### src/rtl/trinity_pkg.sv
// Shared ternary-weight definitions: trit codes, the FSM state type and
// base-3 helper functions used by the unpacker and the ternary MAC.
package trinity_pkg;

    // MAC weight codes; 2'b11 is never produced
    localparam logic [1:0] TRIT_NEG  = 2'b00;
    localparam logic [1:0] TRIT_ZERO = 2'b01;
    localparam logic [1:0] TRIT_POS  = 2'b10;

    typedef enum logic {
        ST_IDLE = 1'b0,
        ST_EMIT = 1'b1
    } unpack_state_e;

    // 3^n: first out-of-range packed value for n trits
    function automatic int unsigned trit_limit(input int unsigned n);
        int unsigned r;
        r = 1;
        for (int unsigned i = 0; i < n; i++) begin
            r = r * 3;
        end
        return r;
    endfunction

    // Packed value whose n digits are all 1 (i.e. all zero-weights)
    function automatic int unsigned trit_ones(input int unsigned n);
        return (trit_limit(n) - 1) / 2;
    endfunction

    // Base-3 digit to weight code
    function automatic logic [1:0] digit_to_code(input logic [1:0] d);
        logic [1:0] c;
        case (d)
            2'd0:    c = TRIT_NEG;
            2'd1:    c = TRIT_ZERO;
            default: c = TRIT_POS;
        endcase
        return c;
    endfunction

endpackage

### src/rtl/trit_unpack_if.sv
// Byte-in / trit-out stream bundle for the trit unpacker.
//   in_valid/in_ready/in_byte/in_last     : packed byte stream
//   out_valid/out_ready/out_code/out_last : weight code stream
// master = producer of bytes and consumer of codes; slave = the unpacker.
interface trit_unpack_if;
    logic       in_valid;
    logic       in_ready;
    logic [7:0] in_byte;
    logic       in_last;
    logic       out_valid;
    logic       out_ready;
    logic [1:0] out_code;
    logic       out_last;

    modport master (
        output in_valid, in_byte, in_last, out_ready,
        input  in_ready, out_valid, out_code, out_last
    );

    modport slave (
        input  in_valid, in_byte, in_last, out_ready,
        output in_ready, out_valid, out_code, out_last
    );
endinterface

### src/rtl/trit_unpack.sv
// Unpacks base-3 packed weight bytes into a stream of 2-bit MAC weight codes,
// least significant digit first, with zero-bubble back-to-back bytes.
// Ports:
//   clk, reset  : clock, asynchronous active-high reset
//   bus (slave) : byte input stream and code output stream
//   err_clear   : synchronous clear of err_sticky (a new error wins)
//   err_sticky  : an out-of-range byte has been received
//   zero_count  : saturating count of zero-weight codes handed off
module trit_unpack
    import trinity_pkg::*;
#(
    parameter int unsigned TRITS_PER_BYTE = 5
) (
    input  logic         clk,
    input  logic         reset,
    trit_unpack_if.slave bus,
    input  logic         err_clear,
    output logic         err_sticky,
    output logic [31:0]  zero_count
);

    localparam int unsigned IDX_W = (TRITS_PER_BYTE > 1) ? $clog2(TRITS_PER_BYTE) : 1;
    localparam int unsigned LIMIT = trit_limit(TRITS_PER_BYTE);
    localparam logic [IDX_W-1:0] IDX_LAST = IDX_W'(TRITS_PER_BYTE - 1);
    localparam logic [7:0] ONES_VAL = 8'(trit_ones(TRITS_PER_BYTE));

    unpack_state_e    state_q, state_d;
    logic [IDX_W-1:0] idx_q, idx_d;
    logic [7:0]       rem_q, rem_d;
    logic             last_q, last_d;
    logic             out_valid_q, out_valid_d;
    logic [1:0]       out_code_q, out_code_d;
    logic             out_last_q, out_last_d;
    logic             err_q, err_d;
    logic [31:0]      zcnt_q, zcnt_d;

    logic             out_hs;
    logic             final_hs;
    logic             in_ready_c;
    logic             in_hs;
    logic             in_bad;
    logic [7:0]       load_val;
    logic [7:0]       rem_shift;
    logic [IDX_W-1:0] idx_inc;

    // Handshake decode; in_ready reaches back combinationally from out_ready
    // so a new byte can be taken on the same edge as the final digit.
    always_comb begin
        out_hs     = out_valid_q && bus.out_ready;
        final_hs   = out_hs && (idx_q == IDX_LAST);
        in_ready_c = (state_q == ST_IDLE) || final_hs;
        in_hs      = bus.in_valid && in_ready_c;
        in_bad     = ({1'b0, bus.in_byte} >= 9'(LIMIT));
        // An out-of-range byte is replaced by an all-ones value so that a
        // full byte's worth of zero weights keeps the stream aligned.
        load_val   = in_bad ? ONES_VAL : bus.in_byte;
        rem_shift  = rem_q / 8'd3;
        idx_inc    = idx_q + IDX_W'(1);
    end

    // Next-state and output computation
    always_comb begin
        state_d     = state_q;
        idx_d       = idx_q;
        rem_d       = rem_q;
        last_d      = last_q;
        out_valid_d = out_valid_q;
        out_code_d  = out_code_q;
        out_last_d  = out_last_q;
        err_d       = err_q;
        zcnt_d      = zcnt_q;

        if (in_hs) begin
            state_d     = ST_EMIT;
            idx_d       = '0;
            rem_d       = load_val;
            last_d      = bus.in_last;
            out_valid_d = 1'b1;
            out_code_d  = digit_to_code(2'(load_val % 8'd3));
            out_last_d  = bus.in_last && (IDX_LAST == '0);
        end else if (final_hs) begin
            state_d     = ST_IDLE;
            idx_d       = '0;
            rem_d       = '0;
            last_d      = 1'b0;
            out_valid_d = 1'b0;
            out_code_d  = TRIT_ZERO;
            out_last_d  = 1'b0;
        end else if (out_hs) begin
            idx_d       = idx_inc;
            rem_d       = rem_shift;
            out_code_d  = digit_to_code(2'(rem_shift % 8'd3));
            out_last_d  = last_q && (idx_inc == IDX_LAST);
        end

        // Set has priority over clear
        if (err_clear) begin
            err_d = 1'b0;
        end
        if (in_hs && in_bad) begin
            err_d = 1'b1;
        end

        if (out_hs && (out_code_q == TRIT_ZERO) && (zcnt_q != 32'hFFFF_FFFF)) begin
            zcnt_d = zcnt_q + 32'd1;
        end
    end

    // State register
    always_ff @(posedge clk or posedge reset) begin
        if (reset) begin
            state_q     <= ST_IDLE;
            idx_q       <= '0;
            rem_q       <= '0;
            last_q      <= 1'b0;
            out_valid_q <= 1'b0;
            out_code_q  <= TRIT_ZERO;
            out_last_q  <= 1'b0;
            err_q       <= 1'b0;
            zcnt_q      <= '0;
        end else begin
            state_q     <= state_d;
            idx_q       <= idx_d;
            rem_q       <= rem_d;
            last_q      <= last_d;
            out_valid_q <= out_valid_d;
            out_code_q  <= out_code_d;
            out_last_q  <= out_last_d;
            err_q       <= err_d;
            zcnt_q      <= zcnt_d;
        end
    end

    assign bus.in_ready  = in_ready_c;
    assign bus.out_valid = out_valid_q;
    assign bus.out_code  = out_code_q;
    assign bus.out_last  = out_last_q;
    assign err_sticky    = err_q;
    assign zero_count    = zcnt_q;

endmodule

### src/flat_wrapper.sv
// flat-port wrapper written by rule: the top's interface ports become plain ports
module trit_unpack_flat import trinity_pkg::*;
#(
    parameter int unsigned TRITS_PER_BYTE = 5
)
  (clk, reset, err_clear, err_sticky, zero_count, bus_in_valid, bus_in_byte, bus_in_last, bus_out_ready, bus_in_ready, bus_out_valid, bus_out_code, bus_out_last);
  trit_unpack_if bus_i ();
  input  logic clk;
  input  logic reset;
  input  logic err_clear;
  output logic err_sticky;
  output logic [31:0] zero_count;
  input wire logic [$bits(bus_i.in_valid)-1:0] bus_in_valid;
  input wire logic [$bits(bus_i.in_byte)-1:0] bus_in_byte;
  input wire logic [$bits(bus_i.in_last)-1:0] bus_in_last;
  input wire logic [$bits(bus_i.out_ready)-1:0] bus_out_ready;
  output wire logic [$bits(bus_i.in_ready)-1:0] bus_in_ready;
  output wire logic [$bits(bus_i.out_valid)-1:0] bus_out_valid;
  output wire logic [$bits(bus_i.out_code)-1:0] bus_out_code;
  output wire logic [$bits(bus_i.out_last)-1:0] bus_out_last;
  assign bus_i.in_valid = bus_in_valid;
  assign bus_i.in_byte = bus_in_byte;
  assign bus_i.in_last = bus_in_last;
  assign bus_i.out_ready = bus_out_ready;
  assign bus_in_ready = bus_i.in_ready;
  assign bus_out_valid = bus_i.out_valid;
  assign bus_out_code = bus_i.out_code;
  assign bus_out_last = bus_i.out_last;
  trit_unpack #(.TRITS_PER_BYTE(TRITS_PER_BYTE)) u_core (.clk(clk), .reset(reset), .bus(bus_i), .err_clear(err_clear), .err_sticky(err_sticky), .zero_count(zero_count));
endmodule
### config.mk
export PLATFORM = sky130hd
export DESIGN_NAME = trit_unpack_flat
export DESIGN_NICKNAME = d
export VERILOG_FILES = /design/src/rtl/trinity_pkg.sv /design/src/rtl/trit_unpack_if.sv /design/src/rtl/trit_unpack.sv /design/src/flat_wrapper.sv
export SDC_FILE = /design/constraint.sdc
export NUM_CORES = 1
export LEC_CHECK = 0
export ABC_AREA = 1
export CAP_MARGIN = 20
export CORE_AREA = 2 2 98 100
export CTS_CLUSTER_DIAMETER = 120
export CTS_CLUSTER_SIZE = 40
export DETAILED_ROUTE_END_ITERATION = 10
export DIE_AREA = 0 0 100 102
export HOLD_SLACK_MARGIN = 0.15
export PLACE_DENSITY = 0.67
export SYNTH_ARGS = -nofsm -noshare
export SYNTH_HDL_FRONTEND = slang
export SYNTH_SLANG_ARGS = --single-unit
### constraint.sdc
create_clock -name clk -period 7.8 [get_ports clk]
set_input_delay 1.95 -clock clk [delete_from_list [all_inputs] [get_ports clk]]
set_output_delay 1.95 -clock clk [all_outputs]
set_load 0.005 [all_outputs]
==> impl_results.md, run 1 <==
* Clock tree sinks at 49
* Period Utilization, post-route at 0.688
* First-pass GRT wire length at 14300 um
* HPWL after DPL at 6400 um
* Routed vias at 3254
* Startpoint Class: primary input
* Post-Layout Cell Count at 654
* Port bufs at 51
* Worst Setup End Kind: output port
* Sequential cell area fraction in the yosys report at 0.346
* DRC at 0
* DRT iter0 DRCs at 141
* Inst Count DP at 645
* Hold_sp: u_core.zero_count[31]
* RSZ-0062 raised after global routing: no
* Leak pwr at 2.15 nW
* Cells after Synth at 485
* Worst flop-to-flop path endpoint: u_core.bus.out_code[1]
* Die H at 102 um
* Slowest Stage Delay on Critical Path at 520 ps
* Fin Hold WS at 503 ps
* Post-synth cell types at 41
* Avg Inst Size Synth at 7.31 um2
* Reg2reg start: u_core.rem_q[7]
* Syn_nets at 510
* F_max at 186 MHz
* Final slew viol count at 0
* # hold bufs at CTS at 0
* DRT Pass-1 Iters at 4
* GR Util All Layers at 0.171
* Grt ovf at 0
* Core area at 9110 um2
* WL/cell at 12.7 um
* Final net count at 567
* Worst-margin pin slew at 924 ps
* Post-CTS setup buffer count at 0
* Clock transition at path regs at 90 ps
* Ys async rst share at 1.00
* Min cycle time layout at 5370 ps
* Outcome: complete, no violations
* Final WL at 8270 um
* CTS max path bufs at 2
* Number of flops mapped to enable cells by yosys at 0
* PostCTS Resize Cnt at 0
* Critical path class: primary input to output port
* Worst Hold Class: flop to flop
* Share of the synthesized area in the top cell type at 0.339
* Area Overhead vs Synth at 21.0%
* Synth top area cells: dfrtp_1, nand2_1, inv_1
* MaxCap Viol Count at 0
* Netlist Area Pre-Place at 3540 um2
* Pwr dens at 438 nW/um2
* Rows at 35
* CTS buffer count at 5
* CP max-delay cell: clkdlybuf4s50_1
* Worst R2R Setup Slack at 3520 ps
* Max_slew headroom at 0.382
* CTS root buf: clkbuf_8
* Starting Density at 0.389
* Worst Skew at 10.4 ps
* IO Count at 52
* Register area at 1230 um2
* Prevailing post-synth register cell: dfrtp_1
* #FFs+latches synth at 49
* Worst-path fanout max at 5
* Detail Route Antenna Nets at 0
* Filler Cells Inserted at 917
* Hold depth at 1
* Synth warnings at 0
* Pwr Total at 0.00188 W
* Die footprint at 10200 um2
* Die X at 100 um
* Hold EP: u_core.zero_count[31]
* Worst path cell trace: clkdlybuf4s50_1 -> nand2_1 -> inv_1 -> nand3_1 -> nand2_1 -> clkdlybuf4s50_1
* Largest net degree at the start of global routing at 50
* Hold Vio Cnt, Final at 0
* Initial antenna violation count at 0
* Worst Path Required at 5850 ps
* Antenna diodes at 0
* Final setup violation count at 0
* IR drop worst, VDD at 246 uV
* R2R cell count at 33
* CP Data Arrival Time at 3420 ps
* Routability cong. at 0.824
* Share of cells above drive strength 1 at 0.127
* Largest area contributor in the netlist: dfrtp_1
* Area of the multi-input gates at 2030 um2
* Clk_lat worst skew at 300 ps
* Vias in the first global route at 3234
* CTS tree: yes
* Layout Utilization at 0.471
* Setup TNS at 0 ps
* H-tree levels at 2
* Vias/cell at 4.98
[flip-flops by register name (all words and copies together), names as in the netlist]
signal                cells
u_core.zero_count        32
u_core.rem_q              8
u_core.idx_q              3
u_core.bus.out_code       2
u_core.bus.out_last       1
u_core.bus.out_valid      1
u_core.err_sticky         1
u_core.last_q             1
[metrics by stage]
step / area, um2 / setup slack, ps
final: 4290 / 2430
after floorplan: 3540 / 3410
after global placement: 4190 / 2500
after detailed placement: 4190 / 2350
after CTS: 4270 / 2430
after global routing: 4290 / 2200
[power by group]
part | switching, W | internal (W) | total, W | leakage [nW]
combinational | 0.000867 | 0.000511 | 0.00138 | 1.50
sequential | 0.0000489 | 0.000302 | 0.000351 | 0.614
clock | 0.0000863 | 0.0000637 | 0.000150 | 0.0385
total | 0.00100 | 0.000877 | 0.00188 | 2.15
[logic make-up after synthesis]
group	synth area share
AND/OR/NAND/NOR	0.378
buffers and inverters	0.0805
flip-flops	0.346
AO/OA/AOI/OAI	0.0794
XOR/XNOR	0.0766
adder cells (fa/ha/maj)	0.0388
[Yosys cell counts, types with 3 or more instances]
cell type	count
nor4_1	4
nor3_1	11
nand2_2	17
o21ai_2	5
nand4_1	11
o22ai_1	4
nor2_2	3
inv_2	12
a22oi_1	4
nor2_1	35
xnor2_1	7
xor2_1	24
ha_1	11
clkinv_1	3
o21ai_0	7
nand2_1	124
nand2_4	6
nand3_2	7
a21oi_1	13
inv_1	59
nand3_1	42
dfrtp_1	48
o21ai_1	5
[worst max-delay path: cells and delay by family]
family        cells  cell delay, ps
simple gates      3             350
buf+inv           3            1120
[cells in the final DEF (no fill, tap or decap), drive strengths merged]
cell,instances
xor2,24
inv,71
a22oi,4
nor3,13
a31oi,1
ha,11
nand3b,2
xnor2,7
nand4,11
clkdlybuf4s50,51
o31ai,1
clkinvlp,1
nor3b,1
a21o,1
dfstp,1
clkbuf,7
a22o,1
and3,1
nand3,51
dfrtp,48
clkinv,3
or2,2
and2,2
o22ai,4
buf,1
nor4,4
nor2,39
o21bai,2
a21oi,14
nand2,147
o21ai,17
[how the worst max path moves through the flow]
stage                               from                      to  slack, ps  depth (start not counted)
after floorplan           bus_in_byte[4]  u_core.bus.out_code[0]       3410                         29
after global placement     bus_out_ready            bus_in_ready       2500                          6
after detailed placement  bus_in_byte[4]  u_core.bus.out_code[0]       2350                         32
after CTS                  bus_out_ready            bus_in_ready       2430                          6
after global routing      bus_in_byte[4]  u_core.bus.out_code[0]       2200                         32
final                      bus_out_ready            bus_in_ready       2430                          6
[routing by layer]
layer	global-route usage	routed length, um	share of wire	vias to the layer above
met3	0.0260	287	0.035	10
met2	0.313	4050	0.49	61
li1	-	-	-	1676
met1	0.214	3850	0.47	1507
met5	0	0	0	-
met4	0.0348	87	0.011	0
[layout make-up]
class                      instances  area share
multi-input combinational        360       0.474
tap                              111      0.0324
timing repair buffer              52       0.124
sequential                        49       0.286
inverter                          74      0.0647
clock buffer                       7      0.0178
clock inverter                     1     0.00175
No activity file was read; power rests on OpenSTA's default activity.
==> run 2, diff against run 1 <==
Clock period 7.8 ns to 5.09 ns, I/O delays scaled along.
==> run 2 against run 1 <==
Compared with the run above:
- routed wire length shrank 3.2%
- sequential share of layout area shrank 0.14 points
- critical path type is now primary input to flop
- clock skew shrank 1.6 ps
- final cell count grew 0.15%
- non-clock buffer count grew 2
- highest routed layer unchanged
- via count is the same
- first-iteration DRC count shrank 40%
- critical path depth grew 26
- total power grew 54%
- count of clock-buffer cells in the layout shrank 1
==> impl_results.md, run 2 (synthesis results as in run 1) <==
* Outcome: complete, no violations
* Detail Route Antenna Nets at 0
* Die footprint at 10200 um2
* Period Utilization, post-route at 0.882
* Worst-margin pin slew at 559 ps
* Leak pwr at 2.16 nW
* Antenna diodes at 0
* DRC at 0
* Final WL at 8010 um
* Worst Path Required at 5330 ps
* Met2 wire len at 3960 um
* Core area at 9110 um2
* Area of the multi-input gates at 2030 um2
* Placed Area at 4200 um2
* Share of cells above drive strength 1 at 0.132
* Vias in the first global route at 3277
* Initial antenna violation count at 0
* CTS max path bufs at 2
* H-tree levels at 2
* HPWL after DPL at 6260 um
* Final setup violation count at 0
* IR drop worst, VDD at 336 uV
* Vias/cell at 4.97
* Final design area excluding fillers at 4310 um2
* Worst Setup End Kind: flop
* Critical path class: primary input to flop
* Max Used Layer: met4
* Min cycle time layout at 4490 ps
* Pwr dens at 669 nW/um2
* CTS buffer count at 5
* CTS tree: yes
* Max_slew headroom at 0.624
* Area Overhead vs Synth at 21.6%
* Routability cong. at 0.841
* Hold Vio Cnt, Final at 0
* Filler Cells Inserted at 900
* CTS root buf: clkbuf_8
* Metal3 WL at 256 um
* Post-CTS setup buffer count at 0
* Wl on met1 at 3740 um
* Slowest Stage Delay on Critical Path at 630 ps
* Worst Skew at 8.84 ps
* Final net count at 569
* Port bufs at 51
* Largest net degree at the start of global routing at 50
* Commonest non-fill, non-tap cell in the layout: nand2_1
* DRT iter0 DRCs at 84
* # hold bufs at CTS at 0
* Clk_lat worst skew at 300 ps
* Die H at 102 um
* Clock tree sinks at 49
* GR Util All Layers at 0.168
* Clock transition at path regs at 90 ps
* WL/cell at 12.2 um
* Register area at 1230 um2
* CP Data Arrival Time at 4730 ps
* CP max-delay cell: clkdlybuf4s50_1
* PostCTS Resize Cnt at 0
* Die X at 100 um
* MaxCap Viol Count at 0
* RSZ-0062 raised after global routing: no
* Worst Hold Class: flop to flop
* Rows at 35
* Setup TNS at 0 ps
* Starting Density at 0.389
* IO Count at 52
* First-pass GRT wire length at 14200 um
* F_max at 223 MHz
* Worst-path fanout max at 7
* Final slew viol count at 0
* Commonest cells after routing, fill and taps aside: nand2_1, inv_1, clkdlybuf4s50_1
* Startpoint Class: primary input
* DRT Pass-1 Iters at 4
* Routed vias at 3254
* Grt ovf at 0
* Crit path top cell by count: nand2_1
* Largest register FFs at 32
==> run 2: routing by layer <==
| metal | up-vias | track usage |
|---|---|---|
| met4 | 0 | 0.0316 |
| met1 | 1512 | 0.209 |
| met5 | - | 0 |
| met2 | 52 | 0.306 |
| li1 | 1683 | - |
| met3 | 7 | 0.0308 |
==> run 2: layout make-up <==
type / count / area share
Inverter: 74 / 0.0644
Clock inverter: 1 / 0.00174
Clock buffer: 6 / 0.0192
Sequential cell: 49 / 0.285
Multi-Input combinational cell: 360 / 0.471
Timing Repair Buffer: 54 / 0.127
Tap cell: 111 / 0.0322
==> run 2: path summary, 6_finish.rpt <==
check,startpoint,endpoint,slack [ps],cells after the start
max reg2reg,u_core.rem_q[7],u_core.bus.out_code[0],840,35
max,bus_in_byte[4],u_core.bus.out_code[0],600,32
min in group asynchronous,reset,u_core.bus.out_valid,1260,2
min,u_core.zero_count[31],u_core.zero_count[31],500,1
max in group asynchronous,reset,u_core.zero_count[10],3330,3
min reg2reg,u_core.zero_count[31],u_core.zero_count[31],500,1
==> run 2: metrics by stage <==
stage / hold WS, ps / setup WS, ps / utilization / cells / power [W]
5_1_grt: 528 / 196 / 0.473 / 655 / 0.00322
4_1_cts: 507 / 637 / 0.471 / 654 / 0.00290
2_1_floorplan: 462 / 1370 / - / 485 / 0.00223
6_report: 498 / 600 / 0.473 / 655 / 0.00288
3_3_place_gp: 485 / 540 / 0.461 / 647 / 0.00257
3_5_place_dp: 486 / 343 / 0.461 / 647 / 0.00265
==> run 2: critical path, delay by kind of cell <==
family | cells | cell delay (ps)
AOI/OAI and AO/OA | 2 | 320
buffers and inverters | 5 | 820
and+or+nand+nor | 23 | 1980
adders and majority gates | 2 | 330
==> run 2: report_power, final <==
part           switching [W]  total (W)  internal, W  leakage [nW]
sequential         0.0000715   0.000534     0.000463         0.614
clock               0.000128   0.000236     0.000108        0.0433
combinational        0.00132    0.00211     0.000792          1.50
total                0.00152    0.00288      0.00136          2.16
==> run 3, diff against run 2 <==
Settings changed: CAP_MARGIN 20 to not set, REMOVE_ABC_BUFFERS set to 1.
==> run 3 against run 2 <==
Compared with the run above:
- critical path depth unchanged
- global-route usage rose by 0.95 points
- combinational power about the same
- sequential share of layout area is 0.12 points higher
- non-clock buffer count did not move
- critical path type unchanged
- critical endpoint unchanged
- largest cell class unchanged
- largest power group unchanged
==> impl_results.md, run 3 (synthesis results as in run 1) <==
* IO Count at 52
* Slowest Stage Delay on Critical Path at 640 ps
* Largest register FFs at 32
* Final WL at 8350 um
* Commonest non-fill, non-tap cell in the layout: nand2_1
* Period Utilization, post-route at 0.879
* R2R cell count at 33
* Crit path top cell by count: nand2_1
* Antenna diodes at 0
* Final design area excluding fillers at 4290 um2
* Detail Route Antenna Nets at 0
* Starting Density at 0.389
* Outcome: complete, no violations
* CTS buffer count at 5
* HPWL after DPL at 6450 um
* CTS max path bufs at 2
* DRC at 0
* Clock tree sinks at 49
* Grt ovf at 0
* Clk_lat worst skew at 300 ps
* Clock transition at path regs at 90 ps
* DRT iter0 DRCs at 118
* Worst-margin pin slew at 640 ps
* RSZ-0062 raised after global routing: no
* Final net count at 569
* GRT met3 Usage at 0.0404
* IR drop worst, VDD at 411 uV
* Share of cells above drive strength 1 at 0.130
* GR Util All Layers at 0.177
* Routability cong. at 0.848
* Area Overhead vs Synth at 21.1%
* PostCTS Resize Cnt at 0
* Final slew viol count at 0
* Layout Utilization at 0.471
* Max_slew headroom at 0.573
* CP max-delay cell: clkdlybuf4s50_1
* CTS root buf: clkbuf_8
* Leak pwr at 2.15 nW
* Largest net degree at the start of global routing at 50
* Worst Path Required at 5340 ps
* Layer carrying the most global-route usage: met2
* MaxCap Viol Count at 0
* Placed Area at 4210 um2
* Initial antenna violation count at 0
* Worst R2R Setup Slack at 860 ps
* Worst Hold Class: flop to flop
* Vias in the first global route at 3393
* Port bufs at 51
* # hold bufs at CTS at 0
* Vias/cell at 4.97
* Startpoint Class: primary input
* Rows at 35
* Worst flop-to-flop path endpoint: u_core.bus.out_code[1]
* Die footprint at 10200 um2
* First-pass GRT wire length at 14900 um
* M1 GR Usage at 0.218
* Pwr dens at 668 nW/um2
* Die H at 102 um
* Fin Hold WS at 493 ps
* DRT Pass-1 Iters at 4
* Commonest cells after routing, fill and taps aside: nand2_1, inv_1, clkdlybuf4s50_1
* Min cycle time layout at 4470 ps
* GR Layer Usage met2 at 0.313
* Critical path class: primary input to flop
* Worst setup path start: bus_in_byte[4]
* Worst Setup EP: u_core.bus.out_code[0]
* Final setup violation count at 0
* Hold_sp: u_core.zero_count[3]
* Die X at 100 um
* H-tree levels at 2
* Worst Skew at 6.29 ps
* Pwr Total at 0.00287 W
* Hold Vio Cnt, Final at 0
* Routed vias at 3260
* Worst Setup End Kind: flop
* Core area at 9110 um2
* WL/cell at 12.7 um
* Setup TNS at 0 ps
* Worst-path fanout max at 7
* CTS tree: yes
* Post-CTS setup buffer count at 0
* F_max at 224 MHz
* CP Data Arrival Time at 4720 ps
* Reg2reg start: u_core.rem_q[7]
==> run 3: changes by cell type in the layout (fill, tap and decap cells not counted), sizes merged <==
| cell | delta |
|---|---|
| clkbuf | +1 |
==> run 3: worst max-delay path: cells and delay by family <==
kind / cells / cell delay (ps)
buffers and inverters: 5 / 840
AND/OR/NAND/NOR: 23 / 1960
adder cells (fa/ha/maj): 2 / 330
AO/OA/AOI/OAI: 2 / 320
==> run 3: how the worst min path moves through the flow <==
stage	endpoint	slack (ps)	cells past startpoint
floorplan	u_core.bus.out_code[0]	460	2
global placement	u_core.zero_count[3]	480	1
detailed placement	u_core.zero_count[3]	480	1
CTS	u_core.bus.out_code[0]	500	2
global route	u_core.zero_count[3]	530	1
finish	u_core.zero_count[3]	490	1
==> run 3: final cells by class <==
cell class                 count  area, um2
clock buffer                   7       76.3
clock inverter                 1       7.51
fill                         950       4820
inverter                      74        278
multi-input combinational    360       2030
sequential                    49       1230
tap                          111        139
timing repair buffer          54        533
==> run 3: where the power goes <==
part	internal, W	switching (W)
sequential	0.000463	0.0000726
clock	0.0000977	0.000134
combinational	0.000790	0.00131
==> run 3: metrics by stage <==
stage	instances	setup WS [ps]
global route	656	186
CTS	656	649
global placement	648	542
detailed placement	648	352
floorplan	483	1370
finish	656	616
==> run 3: layer usage <==
| metal | vias up | routed length, um | part of all wire |
|---|---|---|---|
| met3 | 13 | 352 | 0.042 |
| met4 | 0 | 117 | 0.014 |
| met2 | 57 | 4080 | 0.49 |
| li1 | 1672 | - | - |
| met5 | - | 0 | 0 |
| met1 | 1518 | 3800 | 0.45 |
